`src/rtl/axi_lite_cmd_master.sv`:
```
`default_nettype none
// =============================================================================
// Module   : axi_lite_cmd_master
// Brief    : Turns a command stream into single AXI4-Lite transactions, one at
//            a time. Optional timeout guarded by AXI_CMD_MASTER_TIMEOUT_EN.
// Revision : 1.0
// =============================================================================
module axi_lite_cmd_master #(
  parameter int DATA_WIDTH     = 32,
  parameter int ADDR_WIDTH     = 32,
  parameter int TIMEOUT_CYCLES = 1024
) (
  input  logic                      CLK,
  input  logic                      RESETN,
  input  logic [ADDR_WIDTH-1:0]     CMD_ADDR,
  input  logic [DATA_WIDTH-1:0]     CMD_WDATA,
  input  logic [DATA_WIDTH/8-1:0]   CMD_WSTRB,
  input  logic                      CMD_WRITE,
  input  logic                      CMD_VALID,
  output logic                      CMD_READY,
  output logic [DATA_WIDTH-1:0]     RSP_RDATA,
  output logic [1:0]                RSP_RESP,
  output logic                      RSP_TIMEOUT,
  output logic                      RSP_VALID,
  input  logic                      RSP_READY,
  output logic                      BUSY,
  output logic [ADDR_WIDTH-1:0]     M_AWADDR,
  output logic                      M_AWVALID,
  input  logic                      M_AWREADY,
  output logic [DATA_WIDTH-1:0]     M_WDATA,
  output logic [DATA_WIDTH/8-1:0]   M_WSTRB,
  output logic                      M_WVALID,
  input  logic                      M_WREADY,
  input  logic [1:0]                M_BRESP,
  input  logic                      M_BVALID,
  output logic                      M_BREADY,
  output logic [ADDR_WIDTH-1:0]     M_ARADDR,
  output logic                      M_ARVALID,
  input  logic                      M_ARREADY,
  input  logic [DATA_WIDTH-1:0]     M_RDATA,
  input  logic [1:0]                M_RRESP,
  input  logic                      M_RVALID,
  output logic                      M_RREADY
);

  localparam int STRB_WIDTH = DATA_WIDTH / 8;

  generate
    if ((DATA_WIDTH != 32 && DATA_WIDTH != 64) ||
        TIMEOUT_CYCLES < 2 || TIMEOUT_CYCLES > (1 << 20)) begin : g_bad_params
      $error("axi_lite_cmd_master: unsupported parameter value");
    end
  endgenerate

  typedef enum logic [2:0] {
    IDLE    = 3'd0,
    WR_AW_W = 3'd1,
    WR_B    = 3'd2,
    RD_AR   = 3'd3,
    RD_R    = 3'd4,
    RSP     = 3'd5
  } state_t;

  state_t                  state_q, state_d;
  logic [ADDR_WIDTH-1:0]   addr_q, addr_d;
  logic [DATA_WIDTH-1:0]   wdata_q, wdata_d;
  logic [STRB_WIDTH-1:0]   wstrb_q, wstrb_d;
  logic                    awvalid_q, awvalid_d;
  logic                    wvalid_q, wvalid_d;
  logic                    bready_q, bready_d;
  logic                    arvalid_q, arvalid_d;
  logic                    rready_q, rready_d;
  logic                    cmd_ready_q, cmd_ready_d;
  logic                    rsp_valid_q, rsp_valid_d;
  logic [DATA_WIDTH-1:0]   rsp_rdata_q, rsp_rdata_d;
  logic [1:0]              rsp_resp_q, rsp_resp_d;

`ifdef AXI_CMD_MASTER_TIMEOUT_EN
  localparam int                TIMER_W    = $clog2(TIMEOUT_CYCLES);
  localparam logic [TIMER_W-1:0] TIMER_LAST = TIMER_W'(TIMEOUT_CYCLES - 1);
  logic [TIMER_W-1:0] timer_q, timer_d;
  logic               rsp_timeout_q, rsp_timeout_d;
  assign RSP_TIMEOUT = rsp_timeout_q;
`else
  assign RSP_TIMEOUT = 1'b0;
`endif

  always_comb begin
    state_d     = state_q;
    addr_d      = addr_q;
    wdata_d     = wdata_q;
    wstrb_d     = wstrb_q;
    awvalid_d   = awvalid_q;
    wvalid_d    = wvalid_q;
    bready_d    = bready_q;
    arvalid_d   = arvalid_q;
    rready_d    = rready_q;
    cmd_ready_d = cmd_ready_q;
    rsp_valid_d = rsp_valid_q;
    rsp_rdata_d = rsp_rdata_q;
    rsp_resp_d  = rsp_resp_q;
`ifdef AXI_CMD_MASTER_TIMEOUT_EN
    timer_d       = timer_q;
    rsp_timeout_d = rsp_timeout_q;
`endif
    case (state_q)
      IDLE: begin
        if (CMD_VALID) begin
          addr_d      = CMD_ADDR;
          wdata_d     = CMD_WDATA;
          wstrb_d     = CMD_WSTRB;
          cmd_ready_d = 1'b0;
`ifdef AXI_CMD_MASTER_TIMEOUT_EN
          timer_d     = '0;
`endif
          if (CMD_WRITE) begin
            state_d   = WR_AW_W;
            awvalid_d = 1'b1;
            wvalid_d  = 1'b1;
          end else begin
            state_d   = RD_AR;
            arvalid_d = 1'b1;
          end
        end
      end
      WR_AW_W: begin
        // AW and W complete independently; B is awaited only after both.
        if (M_AWREADY) awvalid_d = 1'b0;
        if (M_WREADY)  wvalid_d  = 1'b0;
        if (!awvalid_d && !wvalid_d) begin
          state_d  = WR_B;
          bready_d = 1'b1;
        end
      end
      WR_B: begin
        if (M_BVALID) begin
          rsp_resp_d    = M_BRESP;
          rsp_rdata_d   = '0;
          bready_d      = 1'b0;
          rsp_valid_d   = 1'b1;
          state_d       = RSP;
`ifdef AXI_CMD_MASTER_TIMEOUT_EN
          rsp_timeout_d = 1'b0;
`endif
        end
      end
      RD_AR: begin
        if (M_ARREADY) begin
          arvalid_d = 1'b0;
          rready_d  = 1'b1;
          state_d   = RD_R;
        end
      end
      RD_R: begin
        if (M_RVALID) begin
          rsp_rdata_d   = M_RDATA;
          rsp_resp_d    = M_RRESP;
          rready_d      = 1'b0;
          rsp_valid_d   = 1'b1;
          state_d       = RSP;
`ifdef AXI_CMD_MASTER_TIMEOUT_EN
          rsp_timeout_d = 1'b0;
`endif
        end
      end
      RSP: begin
        if (RSP_READY) begin
          rsp_valid_d = 1'b0;
          cmd_ready_d = 1'b1;
          state_d     = IDLE;
        end
      end
      default: state_d = IDLE;
    endcase
`ifdef AXI_CMD_MASTER_TIMEOUT_EN
    // The abort overrides whatever the bus phase was about to do this cycle.
    if (state_q inside {WR_AW_W, WR_B, RD_AR, RD_R}) begin
      timer_d = timer_q + 1'b1;
      if (timer_q == TIMER_LAST) begin
        awvalid_d     = 1'b0;
        wvalid_d      = 1'b0;
        bready_d      = 1'b0;
        arvalid_d     = 1'b0;
        rready_d      = 1'b0;
        rsp_timeout_d = 1'b1;
        rsp_resp_d    = 2'b10;
        rsp_rdata_d   = '0;
        rsp_valid_d   = 1'b1;
        state_d       = RSP;
      end
    end
`endif
  end

  always_ff @(posedge CLK or negedge RESETN) begin
    if (!RESETN) begin
      state_q       <= IDLE;
      addr_q        <= '0;
      wdata_q       <= '0;
      wstrb_q       <= '0;
      awvalid_q     <= 1'b0;
      wvalid_q      <= 1'b0;
      bready_q      <= 1'b0;
      arvalid_q     <= 1'b0;
      rready_q      <= 1'b0;
      cmd_ready_q   <= 1'b1;
      rsp_valid_q   <= 1'b0;
      rsp_rdata_q   <= '0;
      rsp_resp_q    <= 2'b00;
`ifdef AXI_CMD_MASTER_TIMEOUT_EN
      timer_q       <= '0;
      rsp_timeout_q <= 1'b0;
`endif
    end else begin
      state_q       <= state_d;
      addr_q        <= addr_d;
      wdata_q       <= wdata_d;
      wstrb_q       <= wstrb_d;
      awvalid_q     <= awvalid_d;
      wvalid_q      <= wvalid_d;
      bready_q      <= bready_d;
      arvalid_q     <= arvalid_d;
      rready_q      <= rready_d;
      cmd_ready_q   <= cmd_ready_d;
      rsp_valid_q   <= rsp_valid_d;
      rsp_rdata_q   <= rsp_rdata_d;
      rsp_resp_q    <= rsp_resp_d;
`ifdef AXI_CMD_MASTER_TIMEOUT_EN
      timer_q       <= timer_d;
      rsp_timeout_q <= rsp_timeout_d;
`endif
    end
  end

  assign CMD_READY = cmd_ready_q;
  assign RSP_VALID = rsp_valid_q;
  assign RSP_RDATA = rsp_rdata_q;
  assign RSP_RESP  = rsp_resp_q;
  assign BUSY      = (state_q != IDLE);
  assign M_AWADDR  = addr_q;
  assign M_ARADDR  = addr_q;
  assign M_WDATA   = wdata_q;
  assign M_WSTRB   = wstrb_q;
  assign M_AWVALID = awvalid_q;
  assign M_WVALID  = wvalid_q;
  assign M_BREADY  = bready_q;
  assign M_ARVALID = arvalid_q;
  assign M_RREADY  = rready_q;

endmodule
`default_nettype wire
```
`config.mk`:
```
export PLATFORM = sky130hd
export DESIGN_NAME = axi_lite_cmd_master
export DESIGN_NICKNAME = d
export VERILOG_FILES = /design/src/rtl/axi_lite_cmd_master.sv
export SDC_FILE = /design/constraint.sdc
export NUM_CORES = 1
export LEC_CHECK = 0
export BUFFER_PORTS_ARGS = -buffer_cell sky130_fd_sc_hd__buf_2
export CORE_UTILIZATION = 30
export CTS_CLUSTER_SIZE = 20
export DETAILED_ROUTE_END_ITERATION = 8
export GPL_TIMING_DRIVEN = 0
export HOLD_SLACK_MARGIN = 0.1
export PLACE_DENSITY = 0.59
export REMOVE_ABC_BUFFERS = 1
export SYNTH_ARGS = -nofsm -noshare
export SYNTH_HDL_FRONTEND = slang
export SYNTH_SLANG_ARGS = --single-unit
```
`constraint.sdc`:
```
create_clock -name CLK -period 2.44 [get_ports CLK]
set_clock_uncertainty 0.15 [all_clocks]
set_input_delay 0.488 -clock CLK [delete_from_list [all_inputs] [get_ports CLK]]
set_output_delay 0.488 -clock CLK [all_outputs]
set_load 0.03 [all_outputs]
```
# Word level (Yosys, flattened, before mapping)
# Index checks and enable logic that the tools add are counted.
# totals
register_bits,112
output_inout_bits,143
word_cells,86
# op_classes
n_eq_ne,13
mux,39
reduce_logical,21
# ops
op,n
$mux 32,2
$pmux 32 s2,1
$mux 1,18
$mux 3,6
$pmux 3 s6,1
$ne 2x2->1 const B,8
$reduce_and 3->1,5
$pmux 1 s2,6
$reduce_bool 2->1,6
$reduce_and 4->1,2
$eq 3x2->1 const B,2
$eq 3x3->1 const B,2
$mux 2,3
$reduce_and 6->1,1
$reduce_bool 3->1,2
$pmux 2 s2,1
$eq 3x1->1 const B,1
$logic_not 3->1,1
$pmux 1 s3,1
$logic_not 1->1,2
$reduce_and 2->1,1
$logic_and 1x1->1,1

# Depth between registers and ports, before layout
# Gate-level depths: netlist of run 1.
# logic_depth
depth_word,6
depth_mapped,6
mapped_depth_nobuf,4

# Least setup slack after synthesis of run 1
# OpenSTA, ideal clock, no wires.
# synth_timing
path_type,register -> output
from,register state_q[0]
to,output BUSY
t_arrival_ns,1.173
setup_slack_ns,0.629
path_stages_with_launch,4
n_path_buf,2
cell_sequence,dfrtp_1 -> buf_2 -> clkbuf_1 -> or3_1
# synth_via
elab_chain_len,1
# synth_lines
element,line,rtl
from (decl),64,"state_t state_q, state_d;"
from (signal assigned),215,state_q <= state_d;
$reduce_bool 3->1,239,assign BUSY = (state_q != IDLE);
to (decl),26,"output logic BUSY,"
# No other way between the ends.

# Worst setup path after layout of run 1
# layout_timing
from,register state_q[1]
to,"register wdata_q[1], in the netlist M_WDATA[1]"
# layout_via
elab_chain_len,2
# layout_lines
element,line,rtl
$logic_not 3->1,106,case (state_q)
$reduce_and 2->1 (no line),n/a,
to (signal assigned),217,wdata_q <= wdata_d;
to (decl),66,"logic [DATA_WIDTH-1:0] wdata_q, wdata_d;"
# No other way between the ends.
# A chain may end at the register's enable or synchronous reset.

==> out/qor.csv, run 1 <==
metric,value,unit
status,finished with violations,
violations,DRC,
fin_crit_sh,0.944,
die_area,15700,um^2
dr_wl_met3,842,um
multiInputGateArea,1390,um^2
highest_layer,met4,
ys.flop_type,dfrtp_1,
antenna_found_initial,1,
ys_ff_latch,112,
grt_overflow,0,
max_stage_delay,0.50,ns
final_area,6150,um^2
crit_chain,"nand2b_1, nor3_4, buf_8, buf_16, buf_16, buf_16, mux2_2",
track_usage,0.135,
yosysTopAreaCellShare,0.609,
clock_latency,0.35,ns
pre_cts_slack,-0.303,ns
drive_above_1_share,0.595,
yosysSeqAreaShare,0.614,
antenna_left,0,
cts_buffer_depth,2,
synthMostInstantiatedCell,dfrtp_1,
layout_setup_ws,0.137,ns
seqPwrFrac,0.336,
cp.arrival,2.39,ns
p_leak,0.00314,uW
tightest_slew,0.806,ns
seq_area,2810,um^2
synthArstFlopShare,1.00,
sw_frac_of_total,0.471,
post_dp_cell_area,5850,um^2
vias_per_cell,4.51,
drtPass1Iterations,6,
synth-edff-count,0,
ys_top_cells_by_count,"111 x dfrtp_1, 49 x mux2_2, 34 x buf_4",
yosys_warnings,0,
p_int,5200,uW
slew_headroom,0.463,
cp_max_fo,18,
drc,46,
worstSetupPathType,reg -> reg,
die_x,125,um
power_frac_comb,0.522,
syn_to_final_growth,34.9,%
p_sw,4640,uW
grt_max_degree,62,
crit_required,2.52,ns
wl_met2,4940,um
start_util,0.310,
nets,665,
dp_hpwl,7670,um
critPathLaunchType,flip-flop,
syn-cell-area,4560,um^2
clk_pin_slew,0.08,ns
finalHoldViolations,0,
grt_pass1_vias,3235,
wl_met1,4300,um
drv_slew,0,
worst_ir_drop_vdd,0.572,mV
clock_power_share,0.142,
setup_violations,0,
finalWirelength,10300,um
fmax,434,MHz
yosys.area.top_type,dfrtp_1,
hold_ws,0.196,ns
drtIter0Drc,129,
grt_pass1_wl,16700,um
num_vias,3340,
ys_types,31,
finalCriticalPeriod,2.30,ns
port_buffers,255,
cts_tree,done,
clkSinkCount,112,
hold_path_class,in -> reg,
fillCellCount,1423,
slowest_stage,dfrtp_2,
core_area,14700,um^2
pin_count,257,
crit_path_end_kind,flip-flop,
crit_top_cell,buf_16,
syn_avg_cell_area,13.8,um^2
maxCapViolations,0,
netlist_instances,330,
fp.dieH,125,um
synth_area_leaders,"dfrtp_1 61%, mux2_2 12%, a22o_1 6.1%, buf_4 5.6%, mux2_1 4.9%",
htree_levels,3,
cts_buffers,9,
rsz0062_at_grt,false,
num_rows,44,
cts-root-buf,clkbuf_16,
powerDensity,1600,nW/um^2
post_drt_wl_per_cell,13.8,um
gp_congestion,0.737,
-- layer usage --
layer / vias to the layer above / GRT usage
met3: 12 / 0.0385
met1: 1570 / 0.171
li1: 1582 / -
met4: 0 / 0.0603
met5: - / 0
met2: 176 / 0.216
-- sequential cells by signal, summed over array words and instances, names as in the netlist --
signal,count
RSP_RDATA,32
M_WVALID,1
M_WSTRB,4
M_RREADY,1
M_AWVALID,1
M_ARVALID,1
RSP_RESP,2
M_BREADY,1
CMD_READY,1
M_ARADDR,32
M_WDATA,32
state_q,3
RSP_VALID,1
-- cell usage in the layout, fill, tap and decap left out, types with 3 or more instances in the layout --
cell,Yosys,final
a21oi_1,3,3
a22o_1,32,32
a31oi_1,4,4
buf_16,0,4
buf_2,13,254
clkbuf_16,0,9
dfrtp_1,111,110
inv_1,6,6
mux2_1,20,20
mux2_2,49,49
nand2_1,14,14
nand2b_1,3,3
nor2_1,7,7
o21ai_0,8,8
-- stage by stage --
stage                     instances   util  setup TNS [ns]  power, uW
after detailed placement        722  0.398           -6.82       8540
after global routing            740  0.418               0      10400
after global placement          717  0.389         -247.47       8370
final                           741  0.419               0       9840
after floorplan                 278      -         -108.91       6810
after CTS                       740  0.418               0       9970
-- final cells by class --
cell class | count | area share
sequential | 112 | 0.456
antenna | 1 | 0.000407
timing repair buffer | 262 | 0.231
multi-input combinational | 160 | 0.226
clock inverter | 7 | 0.00895
clock buffer | 9 | 0.0366
tap | 184 | 0.0374
inverter | 6 | 0.00366
-- worst paths after layout --
kind                        startpoint       endpoint  slack [ns]  cells after the start
min reg2reg                  CMD_READY      CMD_READY        0.34                      2
min                        M_RDATA[13]  RSP_RDATA[13]        0.20                      2
max in group asynchronous       RESETN    M_WDATA[26]        0.83                      3
max reg2reg                 state_q[1]     M_WDATA[1]        0.14                      7
max                         state_q[1]     M_WDATA[1]        0.14                      7
min in group asynchronous       RESETN    RSP_RESP[1]        0.60                      2
-- kinds of logic after synthesis --
family | share of synthesized area
AO/OA/AOI/OAI | 0.0979
buffers and inverters | 0.0825
flip-flops | 0.614
multiplexers | 0.175
other | 0.000822
AND/OR/NAND/NOR | 0.0296
-- worst max-delay path: cells and delay by family (launching register included) --
family / cells / cell delay (ns)
buffers and inverters: 4 / 0.68
flip-flops: 1 / 0.50
AND/OR/NAND/NOR: 2 / 0.50
multiplexers: 1 / 0.35
-- power by group through the flow --
stage          registers, uW  logic [uW]  clock network, uW
4_1_cts                 3320        5200               1460
5_1_grt                 3450        5420               1530
3_5_place_dp            3340        5200                  0
2_1_floorplan           5540        1270                  0
6_report                3310        5140               1400
3_3_place_gp            3290        5070                  0
-- repair_timing --
item | CTS | global route
hold endpoints to repair | 12 | 0
buffers inserted | 1 | 0
hold buffers | 1 | 0
resized for setup | 0 | 3
pin swaps | 1 | 0
endpoints found under the setup margin | 32 | 50
(Power assumes the default switching activity.)
==> run 2, diff against run 1 <==
Clock period 2.44 ns to 2.9 ns, I/O delays scaled along.
==> run 2 against run 1 <==
The run still ends with DRC left. Total power decreased by 16%. Via count decreased by 1.3%. Global-route usage about the same. Die area unchanged. Non-clock buffer count decreased by 2. Final area decreased by 0.35%. Combinational power decreased by 16%. Worst hold slack got worse by 0.056 ns. Largest cell class unchanged.
==> out/qor.csv, run 2 (same netlist as run 1, synthesis figures left out) <==
metric,value,unit
dp_hpwl,7670,um
cp_max_fo,18,
final_cell_mix,"254 x buf_2, 111 x dfrtp_1, 49 x mux2_2",
htree_levels,3,
powerDensity,1350,nW/um^2
clkSinkCount,112,
syn_to_final_growth,34.4,%
nets,663,
cts_tree,done,
worstSetupPathType,reg -> reg,
ctsHoldBuffers,0,
post_cts_buffers,0,
pin_count,257,
worst_ir_drop_vdd,0.482,mV
stdcell_count,739,
gp_congestion,0.737,
layout_setup_ws,0.190,ns
slew_headroom,0.216,
antenna_found_initial,1,
post-place-cells,722,
cts_resized,0,
setup-tns-final,0,ns
crit_path_end_kind,flip-flop,
cp.arrival,2.79,ns
drc,46,
grt_overflow,0,
pre_cts_slack,0.0705,ns
tightest_slew,1.18,ns
cts_buffers,9,
clk_pin_slew,0.08,ns
grt_pass1_wl,16700,um
critPathLaunchType,flip-flop,
antenna_left,0,
grt_pass1_vias,3236,
clock_latency,0.35,ns
die_area,15700,um^2
num_vias,3298,
p_leak,0.00313,uW
drv_slew,0,
finalHoldViolations,0,
setup_violations,0,
fin_crit_sh,0.934,
post_drt_wl_per_cell,13.8,um
core_area,14700,um^2
hold_ws,0.140,ns
grt_max_degree,62,
drtIter0Drc,142,
finalWirelength,10200,um
vias_per_cell,4.46,
crit_required,2.98,ns
fp.dieH,125,um
violations,DRC,
rsz0062_at_grt,false,
final_common_cell,buf_2,
die_x,125,um
status,finished with violations,
finalCriticalPeriod,2.71,ns
drtPass1Iterations,6,
num_rows,44,
port_buffers,255,
start_util,0.310,
track_usage,0.135,
fillCellCount,1423,
cts-root-buf,clkbuf_16,
hold_path_class,in -> async,
cts_buffer_depth,2,
drive_above_1_share,0.590,
maxCapViolations,0,
fmax,369,MHz
run 2: report_power, final:
part | switching, uW | leakage (uW) | internal [uW] | total (uW)
registers | 478 | 0.00136 | 2300 | 2780
clock network | 582 | 0.000132 | 591 | 1170
logic | 2840 | 0.00164 | 1480 | 4320
run 2: per-stage QoR:
step | area, um^2 | total power, uW | util
finish | 6130 | 8270 | 0.417
global route | 6130 | 8740 | 0.417
CTS | 6130 | 8380 | 0.417
detailed placement | 5850 | 7180 | 0.398
global placement | 5720 | 7040 | 0.389
floorplan | 4210 | 5730 | -
run 2: path summary, 6_finish.rpt:
| kind | start | slack (ns) | depth (start not counted) | endpoint |
|---|---|---|---|---|
| max | state_q[1] | 0.19 | 7 | M_WDATA[1] |
| max in group asynchronous | RESETN | 1.75 | 2 | M_WDATA[10] |
| min | RESETN | 0.14 | 1 | RSP_RESP[1] |
| min reg2reg | CMD_READY | 0.33 | 2 | CMD_READY |
| max reg2reg | state_q[1] | 0.19 | 7 | M_WDATA[1] |
| min in group CLK | M_RDATA[0] | 0.29 | 2 | RSP_RDATA[0] |
run 2: layout make-up:
| class | count | area (um^2) | area share |
|---|---|---|---|
| inverters | 6 | 22.5 | 0.00367 |
| multi-input cells | 160 | 1390 | 0.226 |
| repair buffers | 260 | 1400 | 0.229 |
| clock inverters | 7 | 55.1 | 0.00898 |
| well taps | 184 | 230 | 0.0375 |
| flip-flops and latches | 112 | 2800 | 0.457 |
| clock buffers | 9 | 225 | 0.0367 |
| diodes | 1 | 2.50 | 0.000408 |
run 2: critical path: stages, from the launching register on:
cell      delay (ns)
dfrtp_1         0.53
nand2b_1        0.28
nor3_4          0.54
buf_8           0.25
buf_16          0.17
buf_16          0.16
buf_16          0.16
mux2_2          0.35
run 2: per-layer routing:
layer  vias up  track usage  share of wire
li1       1581            -              -
met1      1540        0.171           0.42
met2       164        0.216           0.48
met3        13       0.0385          0.079
met4         0       0.0603          0.017
met5         -            0              0
==> run 3, diff against run 2 <==
Settings changed: MAX_ROUTING_LAYER from default to met4.
==> run 3 against run 2 <==
The run still ends with DRC left. Die area unchanged. Register-to-register slack about the same. Largest power group unchanged. Non-clock buffer count unchanged. Core utilization stayed put. Critical path type unchanged.
==> out/qor.csv, run 3 (same netlist as run 1, synthesis figures left out) <==
metric,value,unit
syn_to_final_growth,34.4,%
pin_count,257,
cp_max_fo,18,
core_area,14700,um^2
finalWirelength,10200,um
final_cell_mix,"254 x buf_2, 111 x dfrtp_1, 49 x mux2_2",
antenna_left,0,
rsz0062_at_grt,false,
fin_crit_sh,0.937,
crit_chain,"nand2b_1, nor3_4, buf_8, buf_16, buf_16, buf_16, mux2_2",
cts_buffers,9,
antenna_found_initial,1,
cp.arrival,2.80,ns
fmax,368,MHz
clock_power_share,0.142,
stdcell_count,739,
fp.dieH,125,um
maxCapViolations,0,
slew_headroom,0.222,
status,finished with violations,
sw_frac_of_total,0.472,
p_sw,3900,uW
drtPass1Iterations,6,
pre_cts_slack,0.0705,ns
die_area,15700,um^2
track_usage,0.140,
fillCellCount,1423,
drive_above_1_share,0.590,
finalHoldViolations,0,
tightest_slew,1.17,ns
nets,663,
port_buffers,255,
grt_overflow,0,
dp_hpwl,7670,um
post-place-cells,722,
crit_top_cell,buf_16,
drc,23,
gp_congestion,0.747,
htree_levels,3,
slowest_stage,nor3_4,
r2r_end,M_WDATA[1],
hold_path_class,in -> async,
vias_per_cell,4.49,
cts_tree,done,
finalCriticalPeriod,2.72,ns
grt_pass1_wl,16700,um
worstSetupPathType,reg -> reg,
die_x,125,um
grt_max_degree,62,
num_vias,3315,
setup_violations,0,
cpLargestDelayFamily,simple AND/OR/NAND/NOR gates,
ctsHoldBuffers,0,
cts-root-buf,clkbuf_16,
critPathLaunchType,flip-flop,
grt_pass1_vias,3223,
p_int,4370,uW
num_rows,44,
cts_resized,0,
clkSinkCount,112,
clock_latency,0.35,ns
max_stage_delay,0.54,ns
post_cts_buffers,0,
cts_buffer_depth,2,
p_leak,0.00313,uW
reg2regPathDepth,7,
layout_setup_ws,0.184,ns
drtIter0Drc,146,
final_common_cell,buf_2,
critPathBufInv,4,
powerDensity,1350,nW/um^2
r2r-start,state_q[1],
seqPwrFrac,0.336,
violations,DRC,
start_util,0.310,
worst_ir_drop_vdd,0.482,mV
crit_path_end_kind,flip-flop,
final_core_util,0.417,
power_frac_comb,0.522,
rrSetupSlack,0.18,ns
clk_pin_slew,0.08,ns
crit_required,2.99,ns
post_drt_wl_per_cell,13.8,um
drv_slew,0,
==> run 3: cell counts in the layout (fill, tap and decap cells not counted) <==
No cell type changed its count.
==> run 3: worst register-to-register path: cells and delay by family (launching register included) <==
kind,cells,cell delay [ns]
flops,1,0.53
simple gates,2,0.82
buf+inv,4,0.75
mux,1,0.35
==> run 3: worst max-delay path by stage <==
| stage | from | to | cells after the start |
|---|---|---|---|
| 2_1_floorplan | state_q[1] | M_ARADDR[0] | 3 |
| 3_3_place_gp | CMD_VALID | M_WDATA[1] | 4 |
| 3_5_place_dp | CMD_VALID | M_WDATA[1] | 8 |
| 4_1_cts | state_q[1] | M_WDATA[1] | 7 |
| 5_1_grt | state_q[1] | M_WDATA[1] | 7 |
| 6_report | state_q[1] | M_WDATA[1] | 7 |
==> run 3: final cells by class <==
| cell class | count | area [um^2] | share of cell area |
|---|---|---|---|
| flip-flops and latches | 112 | 2800 | 0.457 |
| repair buffers | 260 | 1400 | 0.229 |
| multi-input cells | 160 | 1390 | 0.226 |
| well taps | 184 | 230 | 0.0375 |
| clock buffers | 9 | 225 | 0.0367 |
| clock inverters | 7 | 55.1 | 0.00898 |
| inverters | 6 | 22.5 | 0.00367 |
| diodes | 1 | 2.50 | 0.000408 |
==> run 3: metrics by stage <==
stage | total power (uW) | setup TNS (ns) | area [um^2] | hold WS [ns]
3_5_place_dp | 7180 | 0 | 5850 | 0.325
3_3_place_gp | 7040 | -181.17 | 5720 | 0.322
6_report | 8270 | 0 | 6130 | 0.143
5_1_grt | 8750 | 0 | 6130 | 0.218
4_1_cts | 8380 | 0 | 6130 | 0.177
2_1_floorplan | 5730 | -77.63 | 4210 | 0.134
==> run 3: per-layer routing <==
metal | up-vias | share of wire | GRT usage
li1 | 1576 | - | -
met1 | 1561 | 0.42 | 0.174
met2 | 167 | 0.48 | 0.215
met3 | 11 | 0.079 | 0.0359
met4 | 0 | 0.018 | 0.0603
met5 | - | 0 | -
==> run 3: power by group through the flow <==
| stage | sequential, uW | combinational (uW) | clock (uW) |
|---|---|---|---|
| final | 2780 | 4320 | 1180 |
| after global routing | 2900 | 4550 | 1290 |
| after CTS | 2790 | 4360 | 1230 |
| after detailed placement | 2810 | 4380 | 0 |
| after global placement | 2770 | 4270 | 0 |
| after floorplan | 4670 | 1070 | 0 |
